### config.mk
export PLATFORM = sky130hd
export DESIGN_NAME = ctrl_sequencer_flat
export DESIGN_NICKNAME = d
export VERILOG_FILES = /design/src/rtl/ctrl_sequencer_if.sv /design/src/rtl/ctrl_sequencer.sv /design/src/flat_wrapper.sv
export SDC_FILE = /design/constraint.sdc
export NUM_CORES = 1
export LEC_CHECK = 0
export ABC_AREA = 1
export CAP_MARGIN = 20
export CORE_MARGIN = 1
export CORE_UTILIZATION = 46
export DETAILED_ROUTE_END_ITERATION = 16
export PLACE_DENSITY = 0.84
export SETUP_SLACK_MARGIN = 0.4
export SLEW_MARGIN = 20
export SYNTH_ARGS = -nofsm -noshare
export SYNTH_HDL_FRONTEND = slang
export SYNTH_SLANG_ARGS = --single-unit
### constraint.sdc
create_clock -name clk -period 1.7 [get_ports clk]
set_input_delay 0.255 -clock clk [delete_from_list [all_inputs] [get_ports clk]]
set_output_delay 0.255 -clock clk [all_outputs]
set_load 0.05 [all_outputs]
### src/rtl/ctrl_sequencer_if.sv
// Opcode intake, decoder and control-word issue bundle for ctrl_sequencer.
interface ctrl_sequencer_if #(
    parameter int unsigned OPC_W = 7,
    parameter int unsigned CW_W  = 26
);
    logic             op_valid;
    logic             op_ready;
    logic [OPC_W-1:0] op_code;
    logic [1:0]       op_rep;
    logic [OPC_W-1:0] dec_op;
    logic [CW_W-1:0]  dec_cw;
    logic             cw_valid;
    logic             cw_ready;
    logic [CW_W-1:0]  cw_data;
    logic             cw_last;

    // Sequencer side
    modport master (
        input  op_valid, op_code, op_rep, dec_cw, cw_ready,
        output op_ready, dec_op, cw_valid, cw_data, cw_last
    );

    // Front end / decoder / datapath side
    modport slave (
        output op_valid, op_code, op_rep, dec_cw, cw_ready,
        input  op_ready, dec_op, cw_valid, cw_data, cw_last
    );
endinterface

### src/rtl/ctrl_sequencer.sv
// Multi-cycle issue controller: accepts an opcode, lets the decoder settle for
// one cycle, then issues the captured control word 1-4 times downstream.
module ctrl_sequencer #(
    parameter int unsigned CNT_W = 16
) (
    input  logic             clk,
    input  logic             rst_n,
    ctrl_sequencer_if.master bus,
    input  logic             flush,
    output logic             busy,
    output logic             err,
    input  logic             err_clr,
    output logic [CNT_W-1:0] issued_cnt
);
    localparam int unsigned MARK_BIT = 23;

    typedef enum logic [1:0] {
        IDLE   = 2'd0,
        DECODE = 2'd1,
        ISSUE  = 2'd2
    } state_t;

    state_t     state;
    logic [1:0] rep_cnt;
    logic       accept;
    logic       beat;
    logic       err_set;

    // Ready while idle or when the final beat is taken; never during flush/reset
    assign bus.op_ready = rst_n & ~flush &
                          ((state == IDLE) |
                           ((state == ISSUE) & bus.cw_last & bus.cw_ready));
    assign accept  = bus.op_valid & bus.op_ready;
    assign beat    = (state == ISSUE) & bus.cw_valid & bus.cw_ready & ~flush;
    assign err_set = (state == DECODE) & ~flush & ~bus.dec_cw[MARK_BIT];

    // Sequencer FSM with registered outputs
    always_ff @(posedge clk or negedge rst_n) begin
        if (!rst_n) begin
            state        <= IDLE;
            rep_cnt      <= 2'd0;
            bus.dec_op   <= '0;
            bus.cw_data  <= '0;
            bus.cw_valid <= 1'b0;
            bus.cw_last  <= 1'b0;
            busy         <= 1'b0;
            issued_cnt   <= '0;
        end else if (flush) begin
            state        <= IDLE;
            rep_cnt      <= 2'd0;
            bus.cw_valid <= 1'b0;
            bus.cw_last  <= 1'b0;
            busy         <= 1'b0;
        end else begin
            case (state)
                IDLE: begin
                    if (accept) begin
                        bus.dec_op <= bus.op_code;
                        rep_cnt    <= bus.op_rep;
                        state      <= DECODE;
                        busy       <= 1'b1;
                    end
                end
                DECODE: begin
                    bus.cw_data <= bus.dec_cw;
                    if (bus.dec_cw[MARK_BIT]) begin
                        state        <= ISSUE;
                        bus.cw_valid <= 1'b1;
                        bus.cw_last  <= (rep_cnt == 2'd0);
                    end else begin
                        state <= IDLE;
                        busy  <= 1'b0;
                    end
                end
                ISSUE: begin
                    if (beat) begin
                        if (rep_cnt != 2'd0) begin
                            rep_cnt     <= rep_cnt - 2'd1;
                            bus.cw_last <= (rep_cnt == 2'd1);
                        end else begin
                            issued_cnt   <= issued_cnt + CNT_W'(1);
                            bus.cw_valid <= 1'b0;
                            bus.cw_last  <= 1'b0;
                            if (accept) begin
                                bus.dec_op <= bus.op_code;
                                rep_cnt    <= bus.op_rep;
                                state      <= DECODE;
                            end else begin
                                state <= IDLE;
                                busy  <= 1'b0;
                            end
                        end
                    end
                end
                default: begin
                    state        <= IDLE;
                    bus.cw_valid <= 1'b0;
                    bus.cw_last  <= 1'b0;
                    busy         <= 1'b0;
                end
            endcase
        end
    end

    // Sticky decoder-marker error; a new error beats a simultaneous clear
    always_ff @(posedge clk or negedge rst_n) begin
        if (!rst_n) begin
            err <= 1'b0;
        end else if (err_set) begin
            err <= 1'b1;
        end else if (err_clr) begin
            err <= 1'b0;
        end
    end
endmodule

### src/flat_wrapper.sv
// flat-port wrapper written by rule: the top's interface ports become plain ports
module ctrl_sequencer_flat 
#(
    parameter int unsigned CNT_W = 16
)
  (clk, rst_n, flush, busy, err, err_clr, issued_cnt, bus_op_valid, bus_op_code, bus_op_rep, bus_dec_cw, bus_cw_ready, bus_op_ready, bus_dec_op, bus_cw_valid, bus_cw_data, bus_cw_last);
  ctrl_sequencer_if bus_i ();
  input  logic clk;
  input  logic rst_n;
  input  logic flush;
  output logic busy;
  output logic err;
  input  logic err_clr;
  output logic [CNT_W-1:0] issued_cnt;
  input wire logic [$bits(bus_i.op_valid)-1:0] bus_op_valid;
  input wire logic [$bits(bus_i.op_code)-1:0] bus_op_code;
  input wire logic [$bits(bus_i.op_rep)-1:0] bus_op_rep;
  input wire logic [$bits(bus_i.dec_cw)-1:0] bus_dec_cw;
  input wire logic [$bits(bus_i.cw_ready)-1:0] bus_cw_ready;
  output wire logic [$bits(bus_i.op_ready)-1:0] bus_op_ready;
  output wire logic [$bits(bus_i.dec_op)-1:0] bus_dec_op;
  output wire logic [$bits(bus_i.cw_valid)-1:0] bus_cw_valid;
  output wire logic [$bits(bus_i.cw_data)-1:0] bus_cw_data;
  output wire logic [$bits(bus_i.cw_last)-1:0] bus_cw_last;
  assign bus_i.op_valid = bus_op_valid;
  assign bus_i.op_code = bus_op_code;
  assign bus_i.op_rep = bus_op_rep;
  assign bus_i.dec_cw = bus_dec_cw;
  assign bus_i.cw_ready = bus_cw_ready;
  assign bus_op_ready = bus_i.op_ready;
  assign bus_dec_op = bus_i.dec_op;
  assign bus_cw_valid = bus_i.cw_valid;
  assign bus_cw_data = bus_i.cw_data;
  assign bus_cw_last = bus_i.cw_last;
  ctrl_sequencer #(.CNT_W(CNT_W)) u_core (.clk(clk), .rst_n(rst_n), .bus(bus_i), .flush(flush), .busy(busy), .err(err), .err_clr(err_clr), .issued_cnt(issued_cnt));
endmodule
==> results.cfg <==
[clock_tree]
tritoncts = done
cts_hold_buf = 0
cts_buffers = 9
htree_levels = 3
root_buffer = clkbuf_8
clock_latency_ns = 0.34
clkTransAtPathRegs_ns = 0.07
cts_buffer_depth = 2
clock-sinks = 57

[layout]
multi_input_area_um2 = 1640
regArea_um2 = 1450
num-nets-final = 532
drive_above_1_share_pct = 41.5
n_fill_cell = 376
area_growth_pct = 64.1
diodes = 0
final_area_um2 = 4700

[global_routing]
grt.total_usage_pct = 26.1
grt_overflow_total = 0
grt_pass1_vias = 2951
antenna_found_initial = 0
grt_start_max_net_pins = 58
grt_pass1_wl_mm = 13.0

[worst_setup_path]
required_ns = 1.44
arrival_ns = 1.49
worstSetupStartpointType = flop
worstReg2RegStart = u_core.state[0]
max_stage_delay_ns = 0.40
path_common_cell = nand2_4
crit_type = reg2out
slowest_stage = dfrtp_1
cp_max_fo = 2
crit_path_end_kind = output port
crit_start = u_core.state[0]
worstPathCellList = inv_2, ha_4, nand3_2, nand2_4, nand2_4, clkinvlp_4, buf_12

[sta]
timing.final.ws_setup_ns = -0.0415
max_slew_margin_pct = 52.4
min_period_ns = 1.74
tns_ns = -0.0415
rsz0062_at_grt = yes
setup_viol = 1
final-max-slew-violation-count = 0
fin_crit_sh_pct = 102
max_freq_mhz = 574
skew_ns = 0.00727
worst_pin_slew_ns = 0.714
hold_ws_ns = 0.0776
hold_viol = 0

[synthesis]
synth_edf_count = 0
synth-main-ff-cell = dfrtp_1
yosysTopAreaCell = dfrtp_1
ys_ff_latch = 57
ys_types = 30
ys.warnings.count = 0
yosys.cell_count.top_type = nand2_1
syn-cell-area_um2 = 2860
synth_seq_area_share_pct = 49.8
ys_top_cells_by_count = 168 x nand2_1, 57 x dfrtp_1, 23 x inv_1, 22 x nor2_1, 17 x nand3_1
synth_nets = 400
synthCells = 354
synthTopCellsByArea = dfrtp_1 50%, nand2_1 22%, inv_1 3.0%
yosysTopAreaCellShare_pct = 49.8
synthArstFlopShare_pct = 100
syn-mean-instance-area_um2 = 8.09

[detailed_routing]
drt_iter0_drc = 136
wl_per_cell_um = 15.2
routed_via_density = 5.20
ant_nets = 0
drtPass1Iterations = 5
drcViolationCount = 0
drt-total-wl_mm = 8.60
vias = 2944

[power_and_ir_drop]
ir_drop_mv = 1.32
p_leak_nw = 2.38
p_per_area_nw_per_um2 = 1640
total_power_mw = 7.73

[placement]
post-place-ws_ns = -0.0463
port-buffer-count = 94
hpwlAfterDp_mm = 5.02
placed_area_um2 = 3910
gp_routability_congestion = 0.866

[floorplanning]
initial_core_util_pct = 48.1
die_h_um = 80.9
pin_count = 95
row_count = 28
core_um2 = 5960
die_width_um = 80.9
die_area_um2 = 6550

[status]
violations = negative setup slack
outcome = complete, but fails checks

[run]
drv_cap = 0

[hold_path]
hold_path.class = in2async
==> through the flow <==
step | cells | util, %
after floorplan | 354 | -
after global placement | 529 | 65.6
after detailed placement | 529 | 65.6
after CTS | 560 | 74.6
after global routing | 566 | 78.9
final | 566 | 78.9
==> critical path, delay by kind of cell (launching register included) <==
family                     cells  cell delay, ns
DFF                            1            0.40
adders and majority gates      1            0.17
buffers and inverters          3            0.35
and+or+nand+nor                3            0.23
==> cells in the final DEF, fill, tap and decap left out, types with 2 or more instances in the layout <==
cell,instances
nand2_1,134
buf_4,67
dfrtp_1,40
clkdlybuf4s50_1,38
nand2_2,26
dfrtp_2,17
inv_1,16
nor2_1,16
nand3_1,14
clkbuf_8,14
buf_6,14
nand2_4,11
nand4_1,7
o21ai_1,6
inv_2,5
inv_4,5
nand2_8,5
nor2_4,5
nor2_2,5
xor2_1,4
ha_4,4
nand3_2,3
nor2_8,3
xnor2_1,3
buf_12,3
nor3_1,2
o21ai_2,2
o21ai_0,2
==> cell type report <==
type / count / share of cell area (%)
clock buffers: 15 / 4.18
clock inverters: 1 / 0.639
inverters: 27 / 2.56
multi-input cells: 264 / 34.9
flip-flops and latches: 57 / 30.8
well taps: 75 / 2.00
repair buffers: 126 / 24.8
repair inverters: 1 / 0.133
==> registers in the layout, summed over array words and instances, names as in the netlist <==
| name | flops |
|---|---|
| u_core.bus.cw_last | 1 |
| u_core.bus.cw_valid | 1 |
| u_core.busy | 1 |
| u_core.state | 2 |
| u_core.err | 1 |
| u_core.bus.dec_op | 7 |
| u_core.issued_cnt | 16 |
| u_core.rep_cnt | 2 |
| u_core.bus.cw_data | 26 |
==> cells by family after synthesis <==
logic type | count (synthesis) | share of synthesized area (%)
simple gates | 234 | 37.0
fa+ha+maj | 5 | 2.18
xor+xnor | 9 | 2.75
compound gates | 16 | 3.36
buf+inv | 33 | 4.89
flops | 57 | 49.8
==> path summary, 6_finish.rpt <==
path                                          end  slack, ns  depth (start not counted)
setup / recovery                     bus_op_ready      -0.04                          7
hold / removal             u_core.bus.cw_data[22]       0.08                          2
setup reg to reg             u_core.bus.dec_op[4]       0.04                         10
hold reg to reg            u_core.bus.cw_data[17]       0.48                          2
max in group asynchronous    u_core.issued_cnt[8]       1.10                          2
min in group clk                      u_core.busy       0.41                          4
==> metal layers <==
layer / up-vias / routed length [µm] / GRT usage (%) / share of wire (%)
li1: 1367 / - / - / -
met1: 1388 / 3340 / 29.3 / 39
met2: 157 / 4210 / 45.4 / 49
met3: 32 / 720 / 6.85 / 8.4
met4: 0 / 326 / 13.8 / 3.8
met5: - / 0 / 0 / 0
==> where the power goes <==
| part | internal, mW | switching (mW) | leakage [nW] |
|---|---|---|---|
| clock network | 0.879 | 0.553 | 0.116 |
| registers | 1.81 | 0.357 | 0.705 |
| logic | 1.43 | 2.70 | 1.56 |
==> timing repair <==
action | 4_1_cts | 5_1_grt
gates cloned | 2 | 0
setup endpoints to repair | 57 | 58
pin swaps | 20 | 15
setup buffers | 13 | 6
gates resized for setup | 45 | 56
No activity file was read; power rests on OpenSTA's default activity.
